===== src/rtl/systolic_pkg.sv =====
// systolic_pkg: definitions shared by the systolic array and its input feeder.
//   DEF_ARRAY_SIZE / DEF_DATA_WIDTH : default tile dimension and operand width
//   feeder_state_t                  : feeder FSM states (LOAD, FEED)
//   lane_t                          : one operand lane at the default width
//   ctr_width()                     : bit width of a counter holding 0..n-1
package systolic_pkg;

  localparam int DEF_ARRAY_SIZE = 8;
  localparam int DEF_DATA_WIDTH = 8;

  typedef enum logic {
    LOAD = 1'b0,
    FEED = 1'b1
  } feeder_state_t;

  typedef logic [DEF_DATA_WIDTH-1:0] lane_t;

  // A counter for 0..n-1 never gets narrower than one bit.
  function automatic int ctr_width(input int n);
    return (n > 1) ? $clog2(n) : 1;
  endfunction

endpackage


===== src/rtl/systolic_feeder_skew_select.sv =====
// skew_select: combinational diagonal-skew picker for one lane.
//   col  : the N operands this lane will ever carry, in k order
//   lane : lane index i (the lane's skew in cycles)
//   t    : current feed step
//   elem : col[t-i] when 0 <= t-i <= N-1, otherwise all zero
module skew_select
  import systolic_pkg::*;
#(
  parameter int ARRAY_SIZE = DEF_ARRAY_SIZE,
  parameter int DATA_WIDTH = DEF_DATA_WIDTH,
  localparam int KW = ctr_width(ARRAY_SIZE),
  localparam int TW = ctr_width(2 * ARRAY_SIZE - 1)
) (
  input  logic [DATA_WIDTH-1:0] col [ARRAY_SIZE],
  input  logic [KW-1:0]         lane,
  input  logic [TW-1:0]         t,
  output logic [DATA_WIDTH-1:0] elem
);

  // One guard bit so t < lane is detected instead of wrapping.
  logic [TW:0] t_ext_s;
  logic [TW:0] lane_ext_s;
  logic [TW:0] diff_s;

  // Window test and element pick; anything outside the window is forced to zero.
  always_comb begin
    t_ext_s    = {1'b0, t};
    lane_ext_s = (TW + 1)'(lane);
    diff_s     = t_ext_s - lane_ext_s;
    if ((t_ext_s >= lane_ext_s) && (diff_s < (TW + 1)'(ARRAY_SIZE))) begin
      elem = col[diff_s[KW-1:0]];
    end else begin
      elem = {DATA_WIDTH{1'b0}};
    end
  end

endmodule


===== src/rtl/systolic_feeder.sv =====
// systolic_feeder: buffers one A/B tile (one k-slice per load beat) and streams
// it into the systolic array with lane i delayed i cycles and zero fill.
//   clk, rst             : clock, asynchronous active-high reset
//   in_valid / in_ready  : load handshake; in_ready is high only in LOAD
//   in_a_col[i]          : A[i][k] for beat k
//   in_b_row[j]          : B[k][j] for beat k
//   a_lanes / b_lanes    : registered skewed operands to the array
//   out_valid            : high on each of the 2N-1 feed cycles
//   out_first/tile_done  : first / last feed cycle of a tile
module systolic_feeder
  import systolic_pkg::*;
#(
  parameter int ARRAY_SIZE = DEF_ARRAY_SIZE,
  parameter int DATA_WIDTH = DEF_DATA_WIDTH
) (
  input  logic                  clk,
  input  logic                  rst,
  input  logic                  in_valid,
  output logic                  in_ready,
  input  logic [DATA_WIDTH-1:0] in_a_col [ARRAY_SIZE],
  input  logic [DATA_WIDTH-1:0] in_b_row [ARRAY_SIZE],
  output logic [DATA_WIDTH-1:0] a_lanes  [ARRAY_SIZE],
  output logic [DATA_WIDTH-1:0] b_lanes  [ARRAY_SIZE],
  output logic                  out_valid,
  output logic                  out_first,
  output logic                  tile_done
);

  localparam int KW = ctr_width(ARRAY_SIZE);
  localparam int TW = ctr_width(2 * ARRAY_SIZE - 1);
  localparam logic [KW-1:0] K_LAST = KW'(ARRAY_SIZE - 1);
  localparam logic [TW-1:0] T_LAST = TW'(2 * ARRAY_SIZE - 2);

  // Buffers are stored lane-major ([lane][k]) so each lane's column is a plain slice.
  logic [DATA_WIDTH-1:0] buf_a_q [ARRAY_SIZE][ARRAY_SIZE];
  logic [DATA_WIDTH-1:0] buf_a_d [ARRAY_SIZE][ARRAY_SIZE];
  logic [DATA_WIDTH-1:0] buf_b_q [ARRAY_SIZE][ARRAY_SIZE];
  logic [DATA_WIDTH-1:0] buf_b_d [ARRAY_SIZE][ARRAY_SIZE];

  feeder_state_t state_q, state_d;
  logic [KW-1:0] k_q, k_d;
  logic [TW-1:0] t_q, t_d;
  logic          load_fire_s;
  logic          feed_s;

  // The select stage lags the FSM by one cycle, so LOAD (in_ready) reopens
  // while the last slice is still being selected.
  logic [TW-1:0] sel_t_q, sel_t_d;
  logic          sel_valid_q, sel_valid_d;

  logic [DATA_WIDTH-1:0] a_sel_s [ARRAY_SIZE];
  logic [DATA_WIDTH-1:0] b_sel_s [ARRAY_SIZE];

  logic [DATA_WIDTH-1:0] a_lanes_q [ARRAY_SIZE];
  logic [DATA_WIDTH-1:0] a_lanes_d [ARRAY_SIZE];
  logic [DATA_WIDTH-1:0] b_lanes_q [ARRAY_SIZE];
  logic [DATA_WIDTH-1:0] b_lanes_d [ARRAY_SIZE];
  logic out_valid_q, out_valid_d;
  logic out_first_q, out_first_d;
  logic tile_done_q, tile_done_d;

  assign in_ready  = (state_q == LOAD);
  assign a_lanes   = a_lanes_q;
  assign b_lanes   = b_lanes_q;
  assign out_valid = out_valid_q;
  assign out_first = out_first_q;
  assign tile_done = tile_done_q;

  // Next-state logic: beat counting in LOAD, step counting in FEED.
  always_comb begin
    state_d     = state_q;
    k_d         = k_q;
    t_d         = t_q;
    load_fire_s = 1'b0;
    feed_s      = 1'b0;
    case (state_q)
      LOAD: begin
        load_fire_s = in_valid;
        if (in_valid) begin
          if (k_q == K_LAST) begin
            state_d = FEED;
            k_d     = {KW{1'b0}};
            t_d     = {TW{1'b0}};
          end else begin
            k_d = k_q + KW'(1);
          end
        end else begin
          k_d = k_q;
        end
      end
      FEED: begin
        feed_s = 1'b1;
        if (t_q == T_LAST) begin
          state_d = LOAD;
          t_d     = {TW{1'b0}};
        end else begin
          t_d = t_q + TW'(1);
        end
      end
      default: begin
        state_d = LOAD;
        k_d     = {KW{1'b0}};
        t_d     = {TW{1'b0}};
      end
    endcase
  end

  // Buffer write: an accepted beat fills slot k of every lane.
  always_comb begin
    buf_a_d = buf_a_q;
    buf_b_d = buf_b_q;
    if (load_fire_s) begin
      for (int i = 0; i < ARRAY_SIZE; i++) begin
        buf_a_d[i][k_q] = in_a_col[i];
        buf_b_d[i][k_q] = in_b_row[i];
      end
    end else begin
      buf_b_d = buf_b_q;
    end
  end

  // Select-stage inputs; t is parked at zero while idle.
  always_comb begin
    sel_valid_d = feed_s;
    if (feed_s) begin
      sel_t_d = t_q;
    end else begin
      sel_t_d = {TW{1'b0}};
    end
  end

  for (genvar gi = 0; gi < ARRAY_SIZE; gi++) begin : g_lane
    skew_select #(
      .ARRAY_SIZE(ARRAY_SIZE),
      .DATA_WIDTH(DATA_WIDTH)
    ) u_sel_a (
      .col (buf_a_q[gi]),
      .lane(KW'(gi)),
      .t   (sel_t_q),
      .elem(a_sel_s[gi])
    );
    skew_select #(
      .ARRAY_SIZE(ARRAY_SIZE),
      .DATA_WIDTH(DATA_WIDTH)
    ) u_sel_b (
      .col (buf_b_q[gi]),
      .lane(KW'(gi)),
      .t   (sel_t_q),
      .elem(b_sel_s[gi])
    );
  end

  // Output stage; lanes are gated so idle cycles never expose buffer contents.
  always_comb begin
    a_lanes_d   = '{default: {DATA_WIDTH{1'b0}}};
    b_lanes_d   = '{default: {DATA_WIDTH{1'b0}}};
    out_valid_d = sel_valid_q;
    out_first_d = sel_valid_q && (sel_t_q == {TW{1'b0}});
    tile_done_d = sel_valid_q && (sel_t_q == T_LAST);
    for (int i = 0; i < ARRAY_SIZE; i++) begin
      if (sel_valid_q) begin
        a_lanes_d[i] = a_sel_s[i];
        b_lanes_d[i] = b_sel_s[i];
      end else begin
        a_lanes_d[i] = {DATA_WIDTH{1'b0}};
        b_lanes_d[i] = {DATA_WIDTH{1'b0}};
      end
    end
  end

  // Control, select-stage and output registers.
  always_ff @(posedge clk or posedge rst) begin
    if (rst) begin
      state_q     <= LOAD;
      k_q         <= {KW{1'b0}};
      t_q         <= {TW{1'b0}};
      sel_t_q     <= {TW{1'b0}};
      sel_valid_q <= 1'b0;
      a_lanes_q   <= '{default: {DATA_WIDTH{1'b0}}};
      b_lanes_q   <= '{default: {DATA_WIDTH{1'b0}}};
      out_valid_q <= 1'b0;
      out_first_q <= 1'b0;
      tile_done_q <= 1'b0;
    end else begin
      state_q     <= state_d;
      k_q         <= k_d;
      t_q         <= t_d;
      sel_t_q     <= sel_t_d;
      sel_valid_q <= sel_valid_d;
      a_lanes_q   <= a_lanes_d;
      b_lanes_q   <= b_lanes_d;
      out_valid_q <= out_valid_d;
      out_first_q <= out_first_d;
      tile_done_q <= tile_done_d;
    end
  end

  // Tile buffer storage; contents are don't-care until loaded.
  always_ff @(posedge clk) begin
    buf_a_q <= buf_a_d;
    buf_b_q <= buf_b_d;
  end

endmodule


===== config.mk =====
export PLATFORM = sky130hd
export DESIGN_NAME = systolic_feeder
export DESIGN_NICKNAME = d
export VERILOG_FILES = /design/src/rtl/systolic_pkg.sv /design/src/rtl/systolic_feeder_skew_select.sv /design/src/rtl/systolic_feeder.sv
export SDC_FILE = /design/constraint.sdc
export NUM_CORES = 1
export LEC_CHECK = 0
export CORE_ASPECT_RATIO = 1.25
export CORE_UTILIZATION = 40
export CTS_CLUSTER_SIZE = 12
export DETAILED_ROUTE_END_ITERATION = 8
export PLACE_DENSITY_LB_ADDON = 0.15
export SLEW_MARGIN = 20
export SYNTH_ARGS = -nofsm -noshare
export SYNTH_HDL_FRONTEND = slang
export SYNTH_HIERARCHICAL = 1
export SYNTH_SLANG_ARGS = --single-unit

===== constraint.sdc =====
create_clock -name clk -period 9.95 [get_ports clk]
set_clock_uncertainty 0.15 [all_clocks]
set_input_delay 2.4875 -clock clk [delete_from_list [all_inputs] [get_ports clk]]
set_output_delay 2.4875 -clock clk [all_outputs]
set_load 0.01 [all_outputs]

# Yosys cells after proc, flatten, opt, wreduce, memory -nomap -nowiden
# Cells that the tools add are included.
# Widths: inputs -> output; s select.
[word_totals] latch_bits=0 mem_bits_rw=0 n_memories=0 ff_bits=1168 out_inout_bits=132 romBits=0 in_bits=131
[classes] eq_ne=5 multipliers=0 magnitude_cmp=26 reduce_logical=14 add_sub_neg=9 n_shift=0 bitwise_logic=10 n_mux=110 div=0
[ops] operator="$bwmux 64" count=16
[ops] operator="$mux 8" count=65
[ops] operator="$bmux 8 s3" count=16
[ops] operator="$ge 4x4->1 const B" count=9
[ops] operator="$not 3->4" count=9
[ops] operator="$lt 5x4->1 const B" count=7
[ops] operator="$demux 8 s3" count=1
[ops] operator="$sub 4x3->5 const B" count=4
[ops] operator="$ge 4x3->1 const B" count=4
[ops] operator="$mux 4" count=4
[ops] operator="$logic_and 1x1->1" count=11
[ops] operator="$sub 4x2->5 const B" count=2
[ops] operator="$eq 4x4->1 const B" count=2
[ops] operator="$ge 4x1->1 const B" count=2
[ops] operator="$ge 4x2->1 const B" count=2
[ops] operator="$pmux 4 s2" count=1
[ops] operator="$mux 1" count=5
[ops] operator="$sub 4x1->5 const B" count=1
[ops] operator="$add 4x1->4 const B" count=1
[ops] operator="$logic_not 4->1" count=1
[ops] operator="$lt 4x1->1 const B" count=1
[ops] operator="$lt 4x4->1 const B" count=1
[ops] operator="$reduce_and 2->1" count=2
[ops] operator="$add 3x1->3 const B" count=1
[ops] operator="other kinds (6)" count=6

# Depth between registers and ports, before layout
[logic_depth] ltp_word=7 ltp_mapped=9 mapped_depth_nobuf=7

# By module
# Netlist, hierarchy kept.
[modules_own_cells] mod="systolic_feeder" area_per_inst_um2=35570.4 cells_each=1364 n_inst=1
[modules_own_cells] mod="skew_select" area_per_inst_um2=693.2 cells_each=52 n_inst=16

# Worst setup path after synthesis
# No wires, ideal clock.
[synth_path] path_kind="input port to flip-flop" from="in in_valid" to="reg buf_a_q[152] (netlist bit) (enable)" cell_stages=3 t_arrival_ns=8.165 t_required_ns=9.184 path_slack_ns=1.019 path_cell_list="nor2b_4 nand2b_2 nor2_1"
[synth_between] elab_chain_len=1
[synth_rtl] element="start: declaration" line_no="systolic_feeder.sv:18" source="input logic in_valid,"
[synth_rtl] element="$mux 1" line_no="systolic_feeder.sv:76" source="case (state_q)"
[synth_rtl] element="end signal: assignment" line_no="systolic_feeder.sv:200" source="buf_a_q <= buf_a_d;"
[synth_rtl] element="end: declaration" line_no="systolic_feeder.sv:35" source="logic [DATA_WIDTH-1:0] buf_a_q [ARRAY_SIZE][ARRAY_SIZE];"
# Every way passes these cells.
# A chain may end at the register's enable or synchronous reset.

# Final worst setup path
[layout_path] from="in in_valid" to="reg buf_a_q[57] (netlist bit) (enable)"
# The elaborated chain is that of the path after synthesis.

==> run_results.csv <==
group,metric,value,unit
sta,slew_viol_final,0,
worst_setup_path,cp_data_required_time,10160,ps
drt,drtIter0Drc,1212,
floorplanning,die-area,118000,um^2
sta,fin_crit_sh,49.98,%
synthesis,yosysMostFrequentCell,"edfxtp_1",
worst_setup_path,timing.critical_path.from,"in_valid",
global_routing,grt-busiest-layer,"met2",
floorplanning,rows,139,
worst_hold_path,min_path_type,"reg2reg",
clocking,numCtsBuffers,118,
clocking,cts_tree,"yes",
synthesis,synth_flop_cell,"edfxtp_1",
final_layout,layout.cells.non_filler,4240,
worst_setup_path,crit_path_end_kind,"flop",
placed_design,post_dp_cell_area,51020,um^2
floorplanning,ios,263,
pwr,powerDensity,279.7,nW/um^2
synthesis,synthArstFlopShare,12.33,%
placed_design,gp_congestion,0.7247,
synthesis,synthesis.area,46660,um^2
sta,relSlewSlack,28.67,%
synthesis,synth_cell_types,36,
sta,finalSetupTns,0,ps
drt,vias,21822,
synthesis,yosys-top-cells-area,"edfxtp_1 (66%), dfrtp_1 (7.7%), mux4_2 (7.7%)",
worst_hold_path,min_delay_path_depth,1,
worst_hold_path,hp-start,"t_q[2]",
global_routing,grt_pass1_wl,153800,um
drt,drc,0,
worst_setup_path,crit_path_max_fanout,112,
sta,worst_slack,4977,ps
final_layout,final.fill_count,9605,
synthesis,ys_seq_area_share,73.62,%
drt,drt-total-wl,103300,um
sta,setup_viol,0,
sta,hold_viol,0,
clocking,cts_resized,0,
clocking,cts_setup_buffers,0,
worst_setup_path,arrival,5180,ps
clocking,clk_pin_slew,60,ps
global_routing,met3_usage,3.779,%
drt,final_antenna_net_count,0,
placed_design,hpwl,58570,um
placed_design,io_buffers,262,
pwr,p_total,0.01529,W
sta,worstMarginPinSlew,1066,ps
synthesis,synthCells,2196,
sta,max_freq,201.1,MHz
status,status,"finished clean",
drt,routedWlPerCell,24.37,um
synthesis,syn_avg_cell_area,21.25,um^2
clocking,clk_latency,750,ps
global_routing,grtUsageTotal,17.85,%
synthesis,synth_commonest_cells,"edfxtp_1 (1,024), mux4_2 (160), dfrtp_1 (144)",
sta,rsz0062_at_grt,"no",
placed_design,pre_cts_slack,4177,ps
synthesis,yosys_warnings,6,
clocking,clockRootBuffer,"clkbuf_16",
final_layout,drive_above_1_share,13.62,%
drt,avgViaCountPerCell,5.147,
synthesis,synth_top_area_share,65.90,%
synthesis,synth-edff-count,1024,
floorplanning,start_util,40.47,%
worst_setup_path,r2r_start,"sel_t_q[0]",
sta,fin_crit,4973,ps
final_layout,nets,2808,
global_routing,grt_max_degree,129,
floorplanning,fp.coreArea,115300,um^2
worst_hold_path,worstHoldEndpoint,"t_q[2]",
final_layout,area_growth,17.18,%
worst_setup_path,path_class,"in2reg",
floorplanning,die_y,383.9,um
pwr,leakagePower,18.88,nW
synthesis,ys_ff_latch,1168,
clocking,htreeDepth,3,
worst_setup_path,cp-start-kind,"input pin",
clocking,cts-hold-fix-buffers,0,
job,cap_violations,0,
global_routing,grt_pass1_vias,23888,
global_routing,grt_overflow,0,
synthesis,synth_area_leader_cell,"edfxtp_1",
final_layout,design_area,54680,um^2
global_routing,grt_util_met2,30.80,%
global_routing,grt_use_met1,22.73,%
pwr,vdd_drop_max,169.1,uV
floorplanning,die_w,307.5,um
worst_setup_path,r2r_cells,8,
clocking,cts_sinks,1168,
placed_design,place_inst,4024,
worst_setup_path,reg2reg_to,"a_lanes[36]",
global_routing,antenna_found_initial,23,
worst_setup_path,r2r_slack,6340,ps
clocking,clock_tree.buffer_depth,3,
drt,dr.pass1.iters,5,
-- logic make-up (layout without fill, tap and decap cells) --
kind of cell	Yosys count	in the layout	synth area share, %
compound gates	54	54	0.7589
xor+xnor	16	16	0.9439
fa+ha+maj	84	84	2.510
buf+inv	164	577	2.357
flops	1168	1168	73.62
mux	388	388	15.99
other cells	2	82	0.01609
simple gates	320	320	3.800
-- layout make-up --
class | count | area, um^2 | area share [%]
Clock inverter | 36 | 314.1 | 0.5744
Timing Repair Buffer | 278 | 2830 | 5.176
Multi-Input combinational cell | 942 | 11560 | 21.14
Antenna cell | 2 | 5.005 | 0.009153
Inverter | 85 | 326.6 | 0.5973
Tap cell | 1551 | 1941 | 3.549
Sequential cell | 1168 | 34360 | 62.84
Clock buffer | 178 | 3342 | 6.112
-- state kept, by name, indices dropped and copies added (netlist names) --
name,count
tile_done,1
out_first,1
a_lanes,64
sel_t_q,4
b_lanes,64
out_valid_d,1
buf_b_q,512
out_valid,1
buf_a_q,512
state_q,1
k_q,3
t_q,4
-- power by group --
| part | total (W) | internal (W) | switching [W] | leakage, nW |
|---|---|---|---|---|
| clock network | 0.00421 | 0.00239 | 0.00182 | 1.78 |
| logic | 0.00498 | 0.00235 | 0.00263 | 5.90 |
| registers | 0.00610 | 0.00591 | 0.000189 | 11.2 |
-- stage by stage --
stage	hold slack, ps	util [%]
5_1_grt	417.2	47.41
4_1_cts	397.5	47.41
3_5_place_dp	389.7	44.24
6_report	386.1	47.42
2_1_floorplan	224.5	-
3_3_place_gp	354.2	44.24
-- layer usage --
metal	wire (um)	share of wire (%)
met4	2304	2.2
met3	5265	5.1
met2	52940	51
met5	151	0.15
met1	42680	41
-- worst max path at each step --
| stage | slack (ps) | endpoint |
|---|---|---|
| floorplan | 1020 | buf_a_q[152] |
| global placement | 4210 | buf_a_q[61] |
| detailed placement | 4180 | buf_a_q[57] |
| CTS | 4970 | buf_a_q[249] |
| global route | 4860 | buf_a_q[249] |
| finish | 4980 | buf_a_q[57] |
-- placed cells by master, fill, tap and decap left out, types with 2 or more instances in the layout --
master	n
nor3_4	2
a31oi_1	2
mux4_1	96
fa_1	16
o21ai_0	18
clkdlybuf4s50_1	262
o21a_1	16
a21boi_1	16
ha_1	68
mux2_4	3
nor2_1	20
nor2_4	6
clkbuf_1	47
xor2_4	16
clkinv_2	12
nand2b_1	3
inv_16	2
diode_2	2
dfrtp_2	3
edfxtp_1	1024
clkinv_1	14
dfrtp_1	140
nor2b_1	16
and2_1	128
and2_2	2
clkinv_4	2
clkbuf_8	10
nor3_1	128
inv_1	84
nand2_1	8
clkbuf_16	121
bufinv_16	3
mux2i_1	129
buf_12	7
buf_4	9
nand3_1	3
mux4_2	160
conb_1	80
-- worst max-delay path, stage by stage --
cell and delay (ps):
clkdlybuf4s50_1 510, nor2b_4 280, nand2b_2 200, nor3_4 840, buf_12 710
No activity file was read; power rests on OpenSTA's default activity.
==> RTL change 1 (same flow settings) <==
Make the reset (`rst`) synchronous in one clocked block. Comments in the files are not updated.
--- a/src/rtl/systolic_feeder.sv
+++ b/src/rtl/systolic_feeder.sv
@@ -170,5 +170,5 @@
 
   // Control, select-stage and output registers.
-  always_ff @(posedge clk or posedge rst) begin
+  always_ff @(posedge clk) begin
     if (rst) begin
       state_q     <= LOAD;
Formal check against the unedited RTL: no difference found for any inputs over 4 cycles, from zero or initial values and one cycle with rst high; that may be too few to reach the edited logic, so the function may still have changed.
==> RTL change 1 against the unedited design <==
Critical path depth unchanged; area after synthesis down 1.5%; critical path type unchanged; utilization down 0.082 points; routed wire length down 3.5%; register-to-register slack worse by 0.44 ns; final area down 1.6%; sequential cell count unchanged; setup slack worse by 0.090 ns; highest routed layer unchanged.
Power is not compared: it rests on default switching activity, and its combinational part moved more than twofold at a synthesized area within 25%.
==> RTL change 1: results <==
set metrics [dict create \
    crit_end "buf_b_q[10]" \
    vias 21600 \
    r2r-start "sel_t_q[0]" \
    placed_area_sq_um 50200 \
    numCtsBuffers 116 \
    grt_pass1_wl_um 149000 \
    crit_fanout 61 \
    drtIter0Drc 1588 \
    drive_gt1_frac 0.133 \
    holdWs_ns 0.374 \
    fillerInstances 9450 \
    status "finished clean" \
    finish.instance_area_sq_um 53800 \
    ff2ff_setup_slack_ns 5.90 \
    grt_util_met3 0.0358 \
    dp_hpwl_um 58500 \
    grt_use_met1 0.230 \
    grt_use_total 0.174 \
    first_global_vias 23200 \
    finalNetCount 2821 \
    routed_wl_um 99700 \
    antenna_found_initial 21 \
    max_slew_margin 0.268 \
    synthTopCellsByCount "edfxtp_1 (1024), mux4_2 (160), dfxtp_1 (144)" \
    clk_latency_ns 0.71 \
    yosys-top-cells-area "edfxtp_1 (67%), mux4_2 (7.8%), dfxtp_1 (6.3%)" \
    r2r-end "b_lanes[33]" \
    drt_first_pass_iters 4 \
]
==> RTL change 1: cell count changes in the layout (fill, tap and decap cells not counted), moves of 4 or more <==
cell / unedited run / this run
dfrtp_1: 140 / 0
clkinv_1: 14 / 6
clkbuf_1: 47 / 65
buf_12: 7 / 2
clkinv_2: 12 / 7
dfxtp_1: 0 / 141
buf_4: 9 / 22
clkbuf_16: 121 / 117
==> RTL change 1: cells by family (layout without fill, tap and decap cells) <==
| kind of cell | count (synthesis) | after routing | synth area share |
|---|---|---|---|
| compound gates | 56 | 56 | 0.00809 |
| other cells | 2 | 85 | 0.000163 |
| xor+xnor | 16 | 16 | 0.00959 |
| simple gates | 328 | 328 | 0.0393 |
| buf+inv | 163 | 585 | 0.0234 |
| flops | 1168 | 1168 | 0.732 |
| mux | 387 | 387 | 0.162 |
| fa+ha+maj | 84 | 84 | 0.0255 |
==> RTL change 1: worst min path at each step <==
stage               startpoint          to  cells after the start
floorplan               t_q[3]      t_q[3]                      2
global placement        t_q[3]  sel_t_q[3]                      1
detailed placement      t_q[3]  sel_t_q[3]                      1
CTS                     t_q[3]  sel_t_q[3]                      1
global route            t_q[3]  sel_t_q[3]                      1
finish                  t_q[3]  sel_t_q[3]                      1
==> RTL change 1: power by group <==
part	leakage, nW	internal [W]	total (W)	switching [W]
combinational	5.74	0.000270	0.000606	0.000336
clock	1.72	0.00235	0.00412	0.00177
sequential	10.5	0.00543	0.00545	0.0000188
total	17.9	0.00805	0.0102	0.00213
==> RTL change 1: cell type report <==
class                      count  area share
sequential                  1168       0.625
multi-input combinational    951       0.216
clock buffer                 194      0.0620
timing repair buffer         286      0.0526
tap                         1470      0.0342
inverter                      83     0.00579
clock inverter                22     0.00412
antenna                        5    0.000233
==> RTL change 1: critical path, cell delays in order <==
cell and delay [ns]:
clkdlybuf4s50_1 0.53, and2b_2 0.24, nand2_1 0.24, nor2_4 0.74, buf_4 0.91
==> RTL change 1: through the flow <==
stage	total power (W)	std cells	worst slack, ns	setup TNS [ns]	utilization
3_3_place_gp	0.00615	3958	4.09	0	0.442
6_report	0.0102	4179	4.89	0	0.473
2_1_floorplan	0.00597	2282	-2.28	-917.29	-
3_5_place_dp	0.00617	3958	4.06	0	0.442
5_1_grt	0.0105	4175	4.73	0	0.473
4_1_cts	0.0103	4174	4.83	0	0.473
==> RTL change 1: per-layer routing <==
metal  wire [um]  share of wire
met2       49000           0.49
met3        5570          0.056
met4        2100          0.021
met5         161         0.0016
met1       42900           0.43
==> RTL change 2 (same flow settings) <==
Made on the original files. Change the package constant `DEF_DATA_WIDTH` from 8 to 10.
--- a/src/rtl/systolic_pkg.sv
+++ b/src/rtl/systolic_pkg.sv
@@ -7,5 +7,5 @@
 
   localparam int DEF_ARRAY_SIZE = 8;
-  localparam int DEF_DATA_WIDTH = 8;
+  localparam int DEF_DATA_WIDTH = 10;
 
   typedef enum logic {
Interface: changed (resized a_lanes, b_lanes, in_a_col and in_b_row); port bits go from 263 to 327. No check against the original RTL was run, so the function may have changed too.
==> RTL change 2 against the unedited design <==
Critical endpoint is now buf_b_q[186]; total power up 25%; setup slack got worse by 0.0012 ns; sequential cell count increased by 288; die area increased by 21%; routed wire length rose by 24%; non-clock buffer count grew 84; final area increased by 23%; sequential power up 25%; critical path depth is the same; area after synthesis rose by 21%; synthesized cell count is 21% higher; largest power group unchanged; critical path type unchanged; utilization grew 0.63 points.
==> RTL change 2: results <==
set metrics [dict create \
    dp_hpwl_um 72900 \
    dpl_worst_slack_ns 4.10 \
    drt_first_pass_iters 7 \
    pwr.group.sequential_w 0.00761 \
    clk_pin_slew_ns 0.06 \
    yosys-top-cells-area "edfxtp_1 (68%), mux4_2 (13%), dfrtp_1 (7.8%)" \
    pg_clk_w 0.00534 \
    routedWlPerCell_um 25.0 \
    r2r-start "sel_t_q[1]" \
    max_slew_margin 0.254 \
    synth_edf_count 1280 \
    synthTopCellsByCount "edfxtp_1 (1280), mux4_2 (320), dfrtp_1 (176)" \
    max_freq_ghz 0.201 \
    switching_share 0.298 \
    clockRootBuffer "clkbuf_16" \
    arrival_ns 5.20 \
    ff2ff_setup_slack_ns 6.10 \
    grt_use_total 0.182 \
    io_buffers 326 \
    synth_warnings 6 \
    r2r_cells 7 \
    intPower_w 0.0134 \
    hold_path_startpoint "t_q[2]" \
    overflow 0 \
    cts_resized 0 \
    crit_fanout 133 \
    drtIter0Drc 1844 \
    first_global_vias 29400 \
    gp_congestion 0.726 \
    htreeDepth 4 \
    post_drt_via_cell_ratio 5.18 \
    drive_gt1_frac 0.185 \
    numCtsBuffers 149 \
    status "finished clean" \
    hold_end "t_q[2]" \
    slowest_stage "nor2_4" \
    r2r-end "b_lanes[8]" \
    critical_path.max_stage_delay_ns 0.74 \
    min_path_cells 1 \
    min_path_type "flip-flop to flip-flop" \
    finalNetCount 3403 \
    grt_pass1_wl_um 191000 \
    post-cts-setup-buffer-count 0 \
    async_flop_share 0.121 \
    grt_max_degree 134 \
    antenna_found_initial 37 \
    ir_drop_uv 204 \
    clk_latency_ns 0.76 \
    placed_area_sq_um 62500 \
    synth_cell_types 33 \
    power.leakage_nw 22.8 \
    clk_path_buf_depth 3 \
    reg_top3 "buf_a_q: 640 flops, buf_b_q: 640 flops" \
    yosysSeqAreaShare 0.757 \
]
-- RTL change 2: per-layer routing --
metal,GRT usage,routed length (um),up-vias
met5,0,135,-
met4,0.0550,3040,20
met3,0.0381,6860,203
met2,0.307,64600,642
met1,0.238,53900,14200
li1,-,-,11600
-- RTL change 2: how the worst max path moves through the flow --
| stage | start | endpoint | depth (start not counted) |
|---|---|---|---|
| floorplan | in_valid | buf_a_q[110] | 3 |
| detailed placement | in_valid | buf_b_q[192] | 5 |
| global route | in_valid | buf_b_q[186] | 5 |
| CTS | in_valid | buf_b_q[186] | 5 |
| finish | in_valid | buf_b_q[186] | 5 |
| global placement | in_valid | buf_b_q[192] | 5 |
-- RTL change 2: final cells by class --
cell class	count	area (sq um)
inverter	85	327
clock buffer	235	4270
fill	11600	72600
clock inverter	30	372
tap	1860	2330
antenna	14	35.0
timing repair buffer	362	3630
sequential	1456	42800
multi-input combinational	1102	13300
-- RTL change 2: worst max-delay path: cells and delay by family --
family                 cells  cell delay, ns
buffers and inverters      2            1.22
AND/OR/NAND/NOR            3            1.20
-- RTL change 2: kinds of logic (layout without fill, tap and decap cells) --
group,after synthesis,after routing,synth area share
compound gates,54,54,0.00661
buf+inv,183,712,0.0133
flops,1456,1456,0.757
other cells,2,94,0.000133
mux,484,484,0.157
simple gates,384,384,0.0375
fa+ha+maj,84,84,0.0207
xor+xnor,16,16,0.00779
-- RTL change 2: per-stage QoR --
step,setup TNS [ns],hold slack [ns],instances
floorplan,-316.70,0.224,2741
global placement,0,0.356,4865
detailed placement,0,0.364,4865
CTS,0,0.372,5130
global route,0,0.410,5137
finish,0,0.372,5144
